$ cat src/rtl/stage_mem_access_pkg.sv
// stage_mem_access_pkg: shared encodings and constants for the memory-access stage
package stage_mem_access_pkg;
  localparam logic [2:0] MS_WORD = 3'd0, MS_HU = 3'd1, MS_HS = 3'd2, MS_BU = 3'd3, MS_BS = 3'd4;
  localparam logic [4:0] EXC_NONE = 5'd0, EXC_ADEL = 5'd4, EXC_ADES = 5'd5;
  localparam logic [31:0] RESET_PC = 32'h0000_3000, HANDLER_PC = 32'h0000_4180;
  typedef enum logic {IDLE, WAIT} state_t;
  function automatic logic is_half(input logic [2:0] sel);
    return sel == MS_HU || sel == MS_HS;
  endfunction
  function automatic logic is_byte(input logic [2:0] sel);
    return sel == MS_BU || sel == MS_BS;
  endfunction
endpackage

$ cat src/rtl/stage_mem_access_align.sv
// mem_lane_align: byte enables, store lane replication and load lane extraction/extension
module mem_lane_align
  import stage_mem_access_pkg::*;
(
  input  logic [2:0]  sel,
  input  logic [1:0]  addr,
  input  logic [31:0] wdata_in,
  input  logic [31:0] rdata_in,
  output logic [3:0]  be,
  output logic [31:0] wdata,
  output logic [31:0] rdata_ext
);
  logic [15:0] half_v;
  logic [7:0]  byte_v;
  assign half_v = addr[1] ? rdata_in[31:16] : rdata_in[15:0];
  assign byte_v = rdata_in[{addr, 3'b000} +: 8];
  assign be = is_half(sel) ? 4'b0011 << {addr[1], 1'b0} : is_byte(sel) ? 4'b0001 << addr : 4'b1111;
  assign wdata = is_half(sel) ? {2{wdata_in[15:0]}} : is_byte(sel) ? {4{wdata_in[7:0]}} : wdata_in;
  assign rdata_ext = is_half(sel) ? {{16{sel == MS_HS && half_v[15]}}, half_v} :
                     is_byte(sel) ? {{24{sel == MS_BS && byte_v[7]}}, byte_v} : rdata_in;
endmodule

$ cat src/rtl/stage_mem_access.sv
// stage_mem_access: M stage with address checks, valid/ready data-memory access and M/W register
module stage_mem_access
  import stage_mem_access_pkg::*;
#(
  parameter logic [31:0] DM_LIMIT = 32'h0000_3000
) (
  input  logic        clk,
  input  logic        rst_n,
  input  logic        req,
  input  logic        RegWrite_in,
  input  logic        MemWrite_in,
  input  logic        MemToReg_in,
  input  logic [31:0] ALUOut_in,
  input  logic [31:0] WriteData_in,
  input  logic [4:0]  RegAddr_in,
  input  logic [31:0] pc_in,
  input  logic [2:0]  MemSel_in,
  input  logic [4:0]  exc_in,
  output logic        stall,
  output logic [4:0]  exc_out,
  output logic [31:0] bad_addr,
  output logic        bus_valid,
  output logic        bus_we,
  output logic [31:0] bus_addr,
  output logic [3:0]  bus_be,
  output logic [31:0] bus_wdata,
  input  logic        bus_ready,
  input  logic [31:0] bus_rdata,
  output logic        RegWrite_w,
  output logic [4:0]  RegAddr_w,
  output logic [31:0] Result_w,
  output logic [31:0] pc_w
);
  state_t state, state_nx;
  logic flush_pending, mem_op, fault, issue, bubble;
  logic [3:0] be;
  logic [31:0] wdata, rdata_ext;
  mem_lane_align u_align (
    .sel(MemSel_in), .addr(ALUOut_in[1:0]), .wdata_in(WriteData_in), .rdata_in(bus_rdata),
    .be(be), .wdata(wdata), .rdata_ext(rdata_ext)
  );
  assign mem_op = MemWrite_in | MemToReg_in;
  // word-class selects (0 and the undefined 5..7) need 4-byte alignment
  assign fault = exc_in == EXC_NONE && mem_op && (ALUOut_in >= DM_LIMIT ||
                 (is_half(MemSel_in) ? ALUOut_in[0] : !is_byte(MemSel_in) && ALUOut_in[1:0] != 2'b00));
  assign exc_out = exc_in != EXC_NONE ? exc_in : fault ? (MemWrite_in ? EXC_ADES : EXC_ADEL) : EXC_NONE;
  assign bad_addr = ALUOut_in;
  always_comb begin
    issue = state == IDLE && mem_op && exc_in == EXC_NONE && !fault && !req;
    stall = issue || (state == WAIT && !bus_ready);
    bubble = req || (state == WAIT && flush_pending);
    state_nx = issue ? WAIT : (state == WAIT && bus_ready) ? IDLE : state;
  end
  always_ff @(posedge clk or negedge rst_n)
    if (!rst_n) state <= IDLE;
    else state <= state_nx;
  always_ff @(posedge clk or negedge rst_n)
    if (!rst_n) begin
      bus_valid <= 1'b0;
      bus_we <= 1'b0;
      bus_addr <= '0;
      bus_be <= '0;
      bus_wdata <= '0;
    end else if (issue) begin
      bus_valid <= 1'b1;
      bus_we <= MemWrite_in;
      bus_addr <= {ALUOut_in[31:2], 2'b00};
      bus_be <= be;
      bus_wdata <= wdata;
    end else if (state == WAIT && bus_ready) bus_valid <= 1'b0;
  // a flush seen mid-access is remembered and turns the completing instruction into a bubble
  always_ff @(posedge clk or negedge rst_n)
    if (!rst_n) flush_pending <= 1'b0;
    else if (state == WAIT) flush_pending <= !bus_ready && (flush_pending || req);
  always_ff @(posedge clk or negedge rst_n)
    if (!rst_n) begin
      RegWrite_w <= 1'b0;
      RegAddr_w <= '0;
      Result_w <= '0;
      pc_w <= RESET_PC;
    end else if (!stall) begin
      RegWrite_w <= !bubble && RegWrite_in;
      RegAddr_w <= bubble ? '0 : RegAddr_in;
      Result_w <= bubble ? '0 : (state == WAIT && MemToReg_in) ? rdata_ext : ALUOut_in;
      pc_w <= bubble ? HANDLER_PC : pc_in;
    end
endmodule

$ cat config.mk
export PLATFORM = sky130hd
export DESIGN_NAME = stage_mem_access
export DESIGN_NICKNAME = d
export VERILOG_FILES = /design/src/rtl/stage_mem_access_pkg.sv /design/src/rtl/stage_mem_access_align.sv /design/src/rtl/stage_mem_access.sv
export SDC_FILE = /design/constraint.sdc
export NUM_CORES = 1
export LEC_CHECK = 0
export BUFFER_PORTS_ARGS = -buffer_cell sky130_fd_sc_hd__buf_2
export CAP_MARGIN = 15
export CORE_UTILIZATION = 35
export CTS_BUF_LIST = sky130_fd_sc_hd__clkbuf_4
export DETAILED_ROUTE_END_ITERATION = 10
export GPL_TIMING_DRIVEN = 0
export MAX_ROUTING_LAYER = met4
export PLACE_DENSITY = 0.69
export SLEW_MARGIN = 20
export SYNTH_ARGS = -nofsm -noshare
export SYNTH_HDL_FRONTEND = slang
export SYNTH_SLANG_ARGS = --single-unit
$ cat constraint.sdc
create_clock -name clk -period 2.19 [get_ports clk]
set_input_delay 0.219 -clock clk [delete_from_list [all_inputs] [get_ports clk]]
set_output_delay 0.219 -clock clk [all_outputs]
set_load 0.005 [all_outputs]
==> impl_metrics.yaml <==
grt:
  grt_pass1_wl_mm: 38.9
  antenna_found_initial: 5
  grtUsageTotal_pct: 27.2
  grt.overflow.total: 0
  grt_max_degree: 72
  grt_pass1_vias: 6825
placement:
  postPlaceCellArea_um2: 8660
  port_buffers: 320
  place_inst: 1149
  place_hpwl_mm: 18.9
  place_congestion: 0.863
  pre_cts_ws_ps: -514
setup_path:
  worstPathRequired_ps: 1970
  crit_path_start_kind: "flip-flop"
  rr_worst_depth: 7
  r2r-start: "bus_valid$_DFFE_PN0P_"
  worstReg2RegEnd: "pc_w[27]$_DFFE_PN0N_"
  cp.arrival_ps: 1960
  ff2ff_setup_slack_ps: 70
  cp_max_fo: 3
  crit_type: "flip-flop to output port"
  crit_path_end_kind: "output port"
synth:
  ys_warn_count: 0
  synth_ff_type: "dfrtp_1"
  synth_area_leader_cell: "dfrtp_1"
  seq_area_frac_synth_pct: 51.8
  synth_top_area_share_pct: 51.0
  yosys_register_bits: 139
  synth.avg_cell_area_um2: 11.3
  syn_inst: 593
  synth.area.top_cells: "dfrtp_1 51%, a22o_1 7.7%, mux2_2 5.4%"
  synth_cell_type_count: 56
  synth_edf_count: 0
  synthesis.area_um2: 6720
  synth-async-reset-ratio_pct: 100
clock_tree:
  cts_root_buf: "clkbuf_4"
  cts_made_buffers: 17
  htreeDepth: 4
  clk_latency_ps: 540
  numClockSinks: 139
  path_clk_slew_ps: 120
  cts_tree: "done"
  clock_path_buffers: 2
timing:
  setup_viol: 0
  layout_setup_ws_ps: 10.5
  worstMarginPinSlew_ps: 821
  whs_ps: 72.5
  hold_viol_final: 0
  clock.fmax_mhz: 459
  period_minus_slack_ps: 2180
  post-route-period-util_pct: 99.5
  slew_viol_final: 0
  skew_ps: 15.2
  grt_setup_unrepaired: "yes"
  relSlewSlack_pct: 44.8
route:
  drtPass1Iterations: 4
  drc: 0
  routedWlPerCell_um: 20.4
  drt_iter0_markers: 235
  viasPerCell: 5.17
  vias: 6569
  ant_nets: 0
  routed_wirelength_mm: 25.9
floorplanning:
  dieHeight_um: 141
  coreArea_um2: 18800
  start_util_pct: 35.8
  io_pins: 326
  rows: 50
  dieArea_um2: 19800
  die_width_um: 141
power_and_ir_drop:
  swShare_pct: 28.5
  power_density_nw_per_um2: 555
  pwr-share-seq_pct: 48.7
  ir_drop_v: 0.000443
  combPwrFrac_pct: 16.8
  power_frac_clock_pct: 34.4
  p_int_mw: 3.91
  p_leak_nw: 5.34
  switchingPower_mw: 1.56
worst_hold_path:
  hp-class: "input pin to flip-flop"
  min_from: "req"
  hold_depth: 3
  min_to: "Result_w[0]$_DFFE_PN0N_"
cells_and_area:
  layout_common_cells: "333 x buf_2, 136 x dfrtp_1, 77 x dlygate4sd3_1, 59 x a22o_1, 49 x buf_4"
  nets: 1165
  drive_gt1_share_pct: 45.9
  fin_area_um2: 9860
  layout.cells.non_filler: 1270
  final_common_cell: "buf_2"
  syn_to_final_growth_pct: 46.7
job:
  drv_cap: 0
status:
  status: "completed"
-- final cells by class --
type                            count  area (µm²)
Fill cell                        1686        8910
Antenna cell                        6        15.0
Clock inverter                     15         188
Tap cell                          234         293
Multi-Input combinational cell    359        2740
Timing Repair Buffer              406        2480
Sequential cell                   139        3480
Clock buffer                       17         128
Buffer                             79         482
Inverter                           15        56.3
-- worst max path at each step --
stage	start	endpoint	slack, ps	depth (start not counted)
CTS	bus_valid$_DFFE_PN0P_	stall	-150	6
detailed placement	MemSel_in[2]	Result_w[4]$_DFFE_PN0N_	-510	7
global placement	rst_n	RegAddr_w[3]$_DFFE_PN0N_	-1190	1
global route	bus_valid$_DFFE_PN0P_	stall	-100	5
floorplan	MemSel_in[0]	Result_w[1]$_DFFE_PN0N_	110	8
finish	bus_valid$_DFFE_PN0P_	stall	10	5
-- flip-flops by register name (all words and copies together) (netlist names) --
name,flops
Result_w,32
RegWrite_w,1
bus_valid,1
bus_wdata,32
RegAddr_w,5
pc_w,32
bus_addr,30
bus_be,4
bus_we,1
flush_pending,1
-- routing by layer --
metal	GRT usage (%)	vias up	part of all wire, %
met2	46.8	306	50
met4	11.6	0	3.5
li1	-	3009	-
met3	7.25	51	7.3
met1	29.8	3203	39
met5	-	-	0
-- cells in the mapped netlist (3+ instances only) --
cell	n
a211oi_1	8
a21oi_1	31
a221o_1	16
a221oi_1	7
a22o_1	59
buf_2	23
buf_4	36
clkbuf_1	21
dfrtp_1	137
inv_1	13
mux2_2	32
mux2i_1	24
nand2_1	16
nand2b_1	18
nand3_1	3
nor2_1	38
nor2b_1	20
nor4_1	5
o21a_1	4
o21ai_0	11
o21bai_1	3
o22a_1	3
o22ai_1	15
o31ai_1	8
o32ai_2	6
-- metrics by stage --
step	setup TNS [ps]	util, %	total power [mW]
2_1_floorplan	0	-	3.07
3_3_place_gp	-205000	45.9	3.50
3_5_place_dp	-48620	46.1	3.52
4_1_cts	-147	52.4	5.51
5_1_grt	-98.9	52.5	5.70
6_report	0	52.5	5.47
-- worst max-delay path, stage by stage, from the launching register on --
cell and delay, ps:
dfrtp_2 420, or4b_4 540, nor4_4 190, a21oi_2 70, inv_2 100, buf_6 100
-- timing repair --
action | in CTS | in global routing
setup buffers | 8 | 0
setup endpoints to repair | 123 | 78
hold buffers | 76 | 1
pin swaps | 2 | 2
hold endpoints to repair | 145 | 1
resized for setup | 14 | 16
-- power by group through the flow --
stage / sequential (mW) / combinational, mW / clock (mW)
global route: 2.68 / 0.995 / 2.03
global placement: 2.71 / 0.783 / 0
detailed placement: 2.72 / 0.800 / 0
CTS: 2.67 / 0.912 / 1.93
finish: 2.67 / 0.922 / 1.88
floorplan: 2.72 / 0.346 / 0
-- kinds of logic after synthesis --
kind of cell	Yosys count	synth area share [%]
flops	139	51.8
compound gates	185	21.9
fa+ha+maj	1	0.149
xor+xnor	3	0.391
simple gates	111	8.68
other cells	1	0.0558
buf+inv	96	7.80
mux	57	9.27
(Power assumes the default switching activity.)
